--- src/rtl/memgame_pkg.sv ---
// memgame_pkg
// Shared types and helpers for the memory-game sequence engine:
//   - state_e     : controller state encoding (3 bits)
//   - MODE_REGEN  : regenerate the whole sequence on every level
//   - MODE_APPEND : add one new digit per level
//   - cnt_width() : width needed to hold a count of 0..depth
package memgame_pkg;

  typedef enum logic [2:0] {
    S_IDLE  = 3'd0,
    S_GEN   = 3'd1,
    S_SHOW  = 3'd2,
    S_GAP   = 3'd3,
    S_INPUT = 3'd4,
    S_DONE  = 3'd5,
    S_FAIL  = 3'd6
  } state_e;

  localparam logic MODE_REGEN  = 1'b0;
  localparam logic MODE_APPEND = 1'b1;

  function automatic int cnt_width(input int depth);
    return $clog2(depth + 1);
  endfunction

endpackage

--- src/rtl/memgame_seq_engine_if.sv ---
// memgame_seq_engine_if
// Bundles the game-side signals of the sequence engine.
//   master : the environment (buttons, RNG, switches, display decoders)
//   slave  : the engine itself
// Inputs to engine : start_p, mode, rand_num, enter_p, guess
// Outputs of engine: disp_digit, disp_valid, echo_digit, points, level,
//                    busy, await_in, win, lose
interface memgame_seq_engine_if #(
  parameter int DIGIT_W = 4,
  parameter int CNT_W   = 5
);

  logic               start_p;
  logic               mode;
  logic [DIGIT_W-1:0] rand_num;
  logic               enter_p;
  logic [DIGIT_W-1:0] guess;
  logic [DIGIT_W-1:0] disp_digit;
  logic               disp_valid;
  logic [DIGIT_W-1:0] echo_digit;
  logic [CNT_W-1:0]   points;
  logic [CNT_W-1:0]   level;
  logic               busy;
  logic               await_in;
  logic               win;
  logic               lose;

  modport master (
    output start_p, mode, rand_num, enter_p, guess,
    input  disp_digit, disp_valid, echo_digit, points, level,
           busy, await_in, win, lose
  );

  modport slave (
    input  start_p, mode, rand_num, enter_p, guess,
    output disp_digit, disp_valid, echo_digit, points, level,
           busy, await_in, win, lose
  );

endinterface

--- src/rtl/memgame_tick_timer.sv ---
// memgame_tick_timer
// Loadable down-counter shared by digit display, inter-digit gap and the
// player-entry timeout. It stops at zero; a load of zero leaves it idle.
//   clk, rst_n : clock, asynchronous active-low reset
//   load       : load load_val this cycle (wins over counting)
//   load_val   : value to load
//   expired    : high while the count equals 1, i.e. the last cycle of the
//                interval that was loaded
module memgame_tick_timer #(
  parameter int W = 8
) (
  input  logic         clk,
  input  logic         rst_n,
  input  logic         load,
  input  logic [W-1:0] load_val,
  output logic         expired
);

  logic [W-1:0] count_q, count_d;

  always_comb begin
    count_d = count_q;
    if (load) begin
      count_d = load_val;
    end else if (count_q != '0) begin
      count_d = count_q - W'(1);
    end
  end

  always_ff @(posedge clk or negedge rst_n) begin
    if (!rst_n) begin
      count_q <= '0;
    end else begin
      count_q <= count_d;
    end
  end

  assign expired = (count_q == W'(1));

endmodule

--- src/rtl/memgame_seq_engine.sv ---
// memgame_seq_engine
// Memory-game controller: stores a random digit sequence, plays it back with
// internal show/gap timing, then checks the player's entries against it.
//   clk, rst_n : clock, asynchronous active-low reset
//   bus        : memgame_seq_engine_if.slave
//                start_p/enter_p pulses, mode, rand_num, guess in;
//                display, echo, score, level and status flags out
module memgame_seq_engine
  import memgame_pkg::*;
#(
  parameter int DEPTH         = 16,
  parameter int DIGIT_W       = 4,
  parameter int SHOW_TICKS    = 50000000,
  parameter int GAP_TICKS     = 12500000,
  parameter int TIMEOUT_TICKS = 0,
  parameter int CNT_W         = cnt_width(DEPTH)
) (
  input logic                clk,
  input logic                rst_n,
  memgame_seq_engine_if.slave bus
);

  localparam int IDX_W   = (DEPTH > 1) ? $clog2(DEPTH) : 1;
  localparam int TMAX_SG = (SHOW_TICKS > GAP_TICKS) ? SHOW_TICKS : GAP_TICKS;
  localparam int TMAX    = (TMAX_SG > TIMEOUT_TICKS) ? TMAX_SG : TIMEOUT_TICKS;
  localparam int TIMER_W = $clog2(TMAX + 1);

  localparam logic [TIMER_W-1:0] SHOW_LD = TIMER_W'(SHOW_TICKS);
  localparam logic [TIMER_W-1:0] GAP_LD  = TIMER_W'(GAP_TICKS);
  localparam logic [TIMER_W-1:0] TO_LD   = TIMER_W'(TIMEOUT_TICKS);

  state_e             state_q, state_d;
  logic [CNT_W-1:0]   level_q, level_d;
  logic [CNT_W-1:0]   points_q, points_d;
  logic [CNT_W-1:0]   idx_q, idx_d;
  logic [DIGIT_W-1:0] echo_q, echo_d;
  logic               mode_q, mode_d;
  logic [DIGIT_W-1:0] mem_q [DEPTH];
  logic [DIGIT_W-1:0] mem_d [DEPTH];

  logic               tmr_load;
  logic [TIMER_W-1:0] tmr_val;
  logic               tmr_expired;
  logic [CNT_W-1:0]   last_idx;
  logic [DIGIT_W-1:0] cur_digit;

  assign last_idx  = level_q - CNT_W'(1);
  assign cur_digit = mem_q[idx_q[IDX_W-1:0]];

  memgame_tick_timer #(.W(TIMER_W)) u_timer (
    .clk      (clk),
    .rst_n    (rst_n),
    .load     (tmr_load),
    .load_val (tmr_val),
    .expired  (tmr_expired)
  );

  always_comb begin
    state_d  = state_q;
    level_d  = level_q;
    points_d = points_q;
    idx_d    = idx_q;
    echo_d   = echo_q;
    mode_d   = mode_q;
    mem_d    = mem_q;
    tmr_load = 1'b0;
    tmr_val  = '0;

    // start_p restarts from any state and beats a simultaneous enter_p.
    if (bus.start_p) begin
      state_d  = S_GEN;
      level_d  = CNT_W'(1);
      points_d = '0;
      idx_d    = '0;
      mode_d   = bus.mode;
    end else begin
      case (state_q)
        S_GEN: begin
          // Append mode only fills the newest slot; regen mode walks idx
          // across the whole level, one digit per cycle.
          if (mode_q == MODE_APPEND) begin
            mem_d[last_idx[IDX_W-1:0]] = bus.rand_num;
          end else begin
            mem_d[idx_q[IDX_W-1:0]] = bus.rand_num;
          end
          if (mode_q == MODE_APPEND || idx_q == last_idx) begin
            idx_d    = '0;
            tmr_load = 1'b1;
            tmr_val  = SHOW_LD;
            state_d  = S_SHOW;
          end else begin
            idx_d = idx_q + CNT_W'(1);
          end
        end
        S_SHOW: begin
          if (tmr_expired) begin
            tmr_load = 1'b1;
            if (idx_q == last_idx) begin
              idx_d   = '0;
              tmr_val = TO_LD;
              state_d = S_INPUT;
            end else begin
              tmr_val = GAP_LD;
              state_d = S_GAP;
            end
          end
        end
        S_GAP: begin
          if (tmr_expired) begin
            idx_d    = idx_q + CNT_W'(1);
            tmr_load = 1'b1;
            tmr_val  = SHOW_LD;
            state_d  = S_SHOW;
          end
        end
        S_INPUT: begin
          if (bus.enter_p) begin
            echo_d = bus.guess;
            if (bus.guess != cur_digit) begin
              state_d = S_FAIL;
            end else if (idx_q != last_idx) begin
              idx_d    = idx_q + CNT_W'(1);
              tmr_load = 1'b1;
              tmr_val  = TO_LD;
            end else begin
              points_d = (points_q == CNT_W'(DEPTH)) ? points_q : points_q + CNT_W'(1);
              if (level_q == CNT_W'(DEPTH)) begin
                state_d = S_DONE;
              end else begin
                level_d = level_q + CNT_W'(1);
                idx_d   = '0;
                state_d = S_GEN;
              end
            end
          end else if (TIMEOUT_TICKS != 0 && tmr_expired) begin
            state_d = S_FAIL;
          end
        end
        S_IDLE, S_DONE, S_FAIL: begin
          state_d = state_q;
        end
        default: begin
          state_d = S_IDLE;
        end
      endcase
    end
  end

  always_ff @(posedge clk or negedge rst_n) begin
    if (!rst_n) begin
      state_q  <= S_IDLE;
      level_q  <= '0;
      points_q <= '0;
      idx_q    <= '0;
      echo_q   <= '0;
      mode_q   <= MODE_REGEN;
    end else begin
      state_q  <= state_d;
      level_q  <= level_d;
      points_q <= points_d;
      idx_q    <= idx_d;
      echo_q   <= echo_d;
      mode_q   <= mode_d;
    end
  end

  // Sequence buffer carries no reset; its contents are rewritten before use.
  always_ff @(posedge clk) begin
    mem_q <= mem_d;
  end

  assign bus.disp_valid = (state_q == S_SHOW);
  assign bus.disp_digit = (state_q == S_SHOW) ? cur_digit : '0;
  assign bus.echo_digit = echo_q;
  assign bus.points     = points_q;
  assign bus.level      = level_q;
  assign bus.busy       = (state_q == S_GEN) || (state_q == S_SHOW) || (state_q == S_GAP);
  assign bus.await_in   = (state_q == S_INPUT);
  assign bus.win        = (state_q == S_DONE);
  assign bus.lose       = (state_q == S_FAIL);

endmodule

--- src/flat_wrapper.sv ---
// flat-port wrapper written by rule: the top's interface ports become plain ports
module memgame_seq_engine_flat import memgame_pkg::*;
#(
  parameter int DEPTH         = 16,
  parameter int DIGIT_W       = 4,
  parameter int SHOW_TICKS    = 50000000,
  parameter int GAP_TICKS     = 12500000,
  parameter int TIMEOUT_TICKS = 0,
  parameter int CNT_W         = cnt_width(DEPTH)
)
  (clk, rst_n, bus_start_p, bus_mode, bus_rand_num, bus_enter_p, bus_guess, bus_disp_digit, bus_disp_valid, bus_echo_digit, bus_points, bus_level, bus_busy, bus_await_in, bus_win, bus_lose);
  memgame_seq_engine_if #(.DIGIT_W(DIGIT_W), .CNT_W(CNT_W)) bus_i ();
  input logic clk;
  input logic rst_n;
  input wire logic [$bits(bus_i.start_p)-1:0] bus_start_p;
  input wire logic [$bits(bus_i.mode)-1:0] bus_mode;
  input wire logic [$bits(bus_i.rand_num)-1:0] bus_rand_num;
  input wire logic [$bits(bus_i.enter_p)-1:0] bus_enter_p;
  input wire logic [$bits(bus_i.guess)-1:0] bus_guess;
  output wire logic [$bits(bus_i.disp_digit)-1:0] bus_disp_digit;
  output wire logic [$bits(bus_i.disp_valid)-1:0] bus_disp_valid;
  output wire logic [$bits(bus_i.echo_digit)-1:0] bus_echo_digit;
  output wire logic [$bits(bus_i.points)-1:0] bus_points;
  output wire logic [$bits(bus_i.level)-1:0] bus_level;
  output wire logic [$bits(bus_i.busy)-1:0] bus_busy;
  output wire logic [$bits(bus_i.await_in)-1:0] bus_await_in;
  output wire logic [$bits(bus_i.win)-1:0] bus_win;
  output wire logic [$bits(bus_i.lose)-1:0] bus_lose;
  assign bus_i.start_p = bus_start_p;
  assign bus_i.mode = bus_mode;
  assign bus_i.rand_num = bus_rand_num;
  assign bus_i.enter_p = bus_enter_p;
  assign bus_i.guess = bus_guess;
  assign bus_disp_digit = bus_i.disp_digit;
  assign bus_disp_valid = bus_i.disp_valid;
  assign bus_echo_digit = bus_i.echo_digit;
  assign bus_points = bus_i.points;
  assign bus_level = bus_i.level;
  assign bus_busy = bus_i.busy;
  assign bus_await_in = bus_i.await_in;
  assign bus_win = bus_i.win;
  assign bus_lose = bus_i.lose;
  memgame_seq_engine #(.DEPTH(DEPTH), .DIGIT_W(DIGIT_W), .SHOW_TICKS(SHOW_TICKS), .GAP_TICKS(GAP_TICKS), .TIMEOUT_TICKS(TIMEOUT_TICKS), .CNT_W(CNT_W)) u_core (.clk(clk), .rst_n(rst_n), .bus(bus_i));
endmodule
--- config.mk ---
export PLATFORM = sky130hd
export DESIGN_NAME = memgame_seq_engine_flat
export DESIGN_NICKNAME = d
export VERILOG_FILES = /design/src/rtl/memgame_pkg.sv /design/src/rtl/memgame_seq_engine_if.sv /design/src/rtl/memgame_tick_timer.sv /design/src/rtl/memgame_seq_engine.sv /design/src/flat_wrapper.sv
export SDC_FILE = /design/constraint.sdc
export NUM_CORES = 1
export LEC_CHECK = 0
export CAP_MARGIN = 20
export CORE_MARGIN = 4
export CORE_UTILIZATION = 40
export CTS_CLUSTER_SIZE = 25
export DETAILED_ROUTE_END_ITERATION = 8
export GPL_TIMING_DRIVEN = 0
export PLACE_DENSITY = 0.68
export SLEW_MARGIN = 20
export SYNTH_ARGS = -nofsm -noshare
export SYNTH_HDL_FRONTEND = slang
export SYNTH_HIERARCHICAL = 1
export SYNTH_SLANG_ARGS = --single-unit
export TNS_END_PERCENT = 100
--- constraint.sdc ---
create_clock -name clk -period 3.28 [get_ports clk]
set_clock_uncertainty 0.1 [all_clocks]
set_input_delay 0.984 -clock clk [delete_from_list [all_inputs] [get_ports clk]]
set_output_delay 0.984 -clock clk [all_outputs]
set_load 0.02 [all_outputs]
==> results.yml <==
outcome:
  run_status: "finished with violations"
  violations: "setup timing"
layout:
  layout_common_cells: "edfxtp_1, nor2b_1, dfrtp_1"
  nNetsFinal: 760
  areaGrowthSynthToFinish_pct: 28.4
  antenna_cells: 0
  final_common_cell: "edfxtp_1"
  drive_gt1_frac: 0.224
  finalNonFillerCells: 965
  final_util: 0.523
critical_path:
  arrival_ns: 2.28
  crit_type: "reg -> out"
  timing.rr.end: "u_core/u_timer/count_q[11]$_DFFE_PN0P_"
  critical_path.endpoint_type: "primary output"
  r2r-start: "u_core/idx_q[0]$_DFFE_PN0P_"
  reg2reg_depth: 15
  worstSetupStartpointType: "flop"
  cpMaxStageDelayCell: "mux4_2"
  cp.required_ns: 2.20
  path_cells: "buf_8 -> buf_6 -> mux4_2 -> mux2i_1 -> o211ai_1 -> and2_1 -> buf_6"
  cp_slowest_stage_delay_ns: 0.48
  r2r_slack_ns: 0.07
  crit_top_cell: "buf_6"
  crit_fanout: 7
worst_hold_path:
  hp-start: "u_core/bus.echo_digit[2]$_DFFE_PN0P_"
  min_path_cells: 1
  hold_end: "u_core/bus.echo_digit[2]$_DFFE_PN0P_"
  hold_path_class: "reg -> reg"
floorplan:
  io_pins: 36
  rows: 47
  die_y_um: 138
  die-area_um2: 19000
  die_w_um: 138
  initial_core_util: 0.407
  core_um2: 16600
timing:
  hold_viol: 0
  slew_viol_final: 0
  timing.final.crit_period_ns: 3.37
  worst_slack_ns: -0.0876
  whs_ns: 0.408
  worst_slew_margin_rel: 0.573
  min_period_over_period: 1.03
  finalSetupViolCount: 4
  worst_slew_pin_slew_ns: 0.641
  max_freq_mhz: 297
  rsz0062_at_grt: "yes"
logic_synthesis:
  synthArstFlopShare: 0.434
  synth_area_um2: 6750
  synth_cell_type_count: 71
  synth_area_per_cell_um2: 10.5
  ys_seq_area_frac: 0.466
  synth-seq-cells: 113
  synthFlopType: "edfxtp_1"
  synthCells: 645
  yosys_warnings: 6
  synth_edf_count: 64
detailed_routing:
  wl_per_cell_um: 19.1
  vias_per_cell: 5.80
  drc_errors: 0
  num_vias: 5598
  drt_iter0_drc: 606
  drt_first_pass_iters: 8
  drtAntennaViolNets: 0
  drt-total-wl_um: 18400
placed_design:
  dpl.hpwl_um: 12400
  portBuffers: 34
  dp_slack_ns: -1.33
  dp.cells: 908
  gp_congestion: 0.936
power:
  switching_share: 0.334
  power.leakage_nw: 3.19
  p_clk_frac: 0.319
  share_comb_of_total_power: 0.337
  pwr-share-seq: 0.344
  power.density_nw_per_um2: 653
  fin_total_pwr_mw: 5.66
  peakVddDrop_uv: 378
  internal_power_mw: 3.77
  p_sw_mw: 1.89
clock_network:
  cts_root_buf: "clkbuf_16"
  clk_latency_ns: 0.42
  cts_max_level: 4
  cts.sink_count: 113
  clkTransAtPathRegs_ns: 0.05
  cts_inserted_buffers: 17
  cts_buffer_depth: 2
  postCtsHoldBufs: 0
  cts_tree: "built"
flow_run:
  timing.max_cap.violations: 0
global_route:
  grt_antenna_before_repair: 0
  track_usage: 0.201
  grt_pass1_vias: 5531
  grt_overflow_total: 0
  grt_max_degree: 50
  grt_pass1_wl_um: 29300
-- worst max-delay path, delay by kind of cell (launching register included) --
kind | cells | cell delay, ns
mux | 2 | 0.66
buf+inv | 3 | 0.40
flops | 1 | 0.38
compound gates | 1 | 0.21
simple gates | 1 | 0.21
-- cell type report --
cell class              instances  area [um^2]
plain buffers                  32          263
clock buffers                  18          429
clock inverters                13          145
fillers                      1455         7910
inverters                      19         77.6
multi-input cells             486         3700
flip-flops and latches        113         3150
well taps                     220          275
repair buffers                 64          629
-- Yosys cell counts (7+ instances only) --
library cell | number | share of area
inv_1 | 17 | 0.0094
nor4_1 | 7 | 0.0065
o21a_1 | 9 | 0.010
xnor2_1 | 16 | 0.021
o31ai_1 | 18 | 0.020
o211ai_1 | 10 | 0.011
nand2_1 | 45 | 0.025
mux2_2 | 11 | 0.018
nor2b_1 | 61 | 0.057
a32oi_1 | 12 | 0.016
nand3_1 | 14 | 0.010
a21oi_1 | 20 | 0.015
dfrtp_1 | 49 | 0.18
nand4_1 | 7 | 0.0065
edfxtp_1 | 64 | 0.28
clkbuf_1 | 25 | 0.014
and2_1 | 21 | 0.019
o21ai_0 | 18 | 0.013
mux2i_1 | 24 | 0.036
nor3_1 | 22 | 0.016
or4_1 | 7 | 0.0078
nor2_1 | 51 | 0.028
ha_1 | 14 | 0.026
-- flip-flops by register name, summed over array words and instances, names as in the netlist --
register                cells
u_core/bus.echo_digit       4
u_core/bus.level            5
u_core/bus.points           5
u_core/idx_q                5
u_core/mem_q               64
u_core/mode_q               1
u_core/state_q              3
u_core/u_timer/count_q     26
-- kinds of logic after synthesis --
logic type / synth area share
buffers and inverters: 0.0380
adders and majority gates: 0.0259
and+or+nand+nor: 0.223
xor gates and xnor gates: 0.0272
muxes: 0.0834
AOI/OAI and AO/OA: 0.135
other: 0.000555
DFF: 0.466
-- per-layer routing --
layer  vias up  global-route usage  part of all wire
met5         -                   0                 0
li1       2561                   -                 -
met4         0              0.0703             0.025
met2       240               0.334              0.48
met3        49              0.0432             0.064
met1      2748               0.261              0.43
-- power by group through the flow --
stage / sequential (mW) / combinational (mW) / clock (mW)
after floorplan: 1.90 / 1.04 / 0
after global placement: 1.90 / 1.44 / 0
after detailed placement: 1.92 / 1.48 / 0
after CTS: 1.89 / 1.75 / 1.83
after global routing: 1.97 / 2.05 / 1.91
final: 1.95 / 1.91 / 1.81
-- stage by stage --
stage	area [um^2]	setup TNS [ns]
floorplan	6790	0
global placement	7400	-43.71
detailed placement	7400	-29.55
CTS	8400	-0.357
global route	8670	-0.993
finish	8670	-0.285
-- worst max path at each step --
stage | startpoint | cells after the start | end
after floorplan | bus_guess[2] | 12 | u_core/u_timer/count_q[10]$_DFFE_PN0P_
after global placement | bus_guess[3] | 13 | u_core/u_timer/count_q[18]$_DFFE_PN0P_
after detailed placement | bus_guess[3] | 13 | u_core/u_timer/count_q[18]$_DFFE_PN0P_
after CTS | u_core/idx_q[0]$_DFFE_PN0P_ | 7 | bus_disp_digit[3]
after global routing | u_core/idx_q[0]$_DFFE_PN0P_ | 7 | bus_disp_digit[1]
final | u_core/idx_q[0]$_DFFE_PN0P_ | 7 | bus_disp_digit[1]
-- timing repair --
action,in CTS,in global routing
gates cloned,4,1
buffers inserted,14,11
resized for setup,89,50
pin swaps,12,18
setup endpoints to repair,38,42
(Power assumes the default switching activity.)
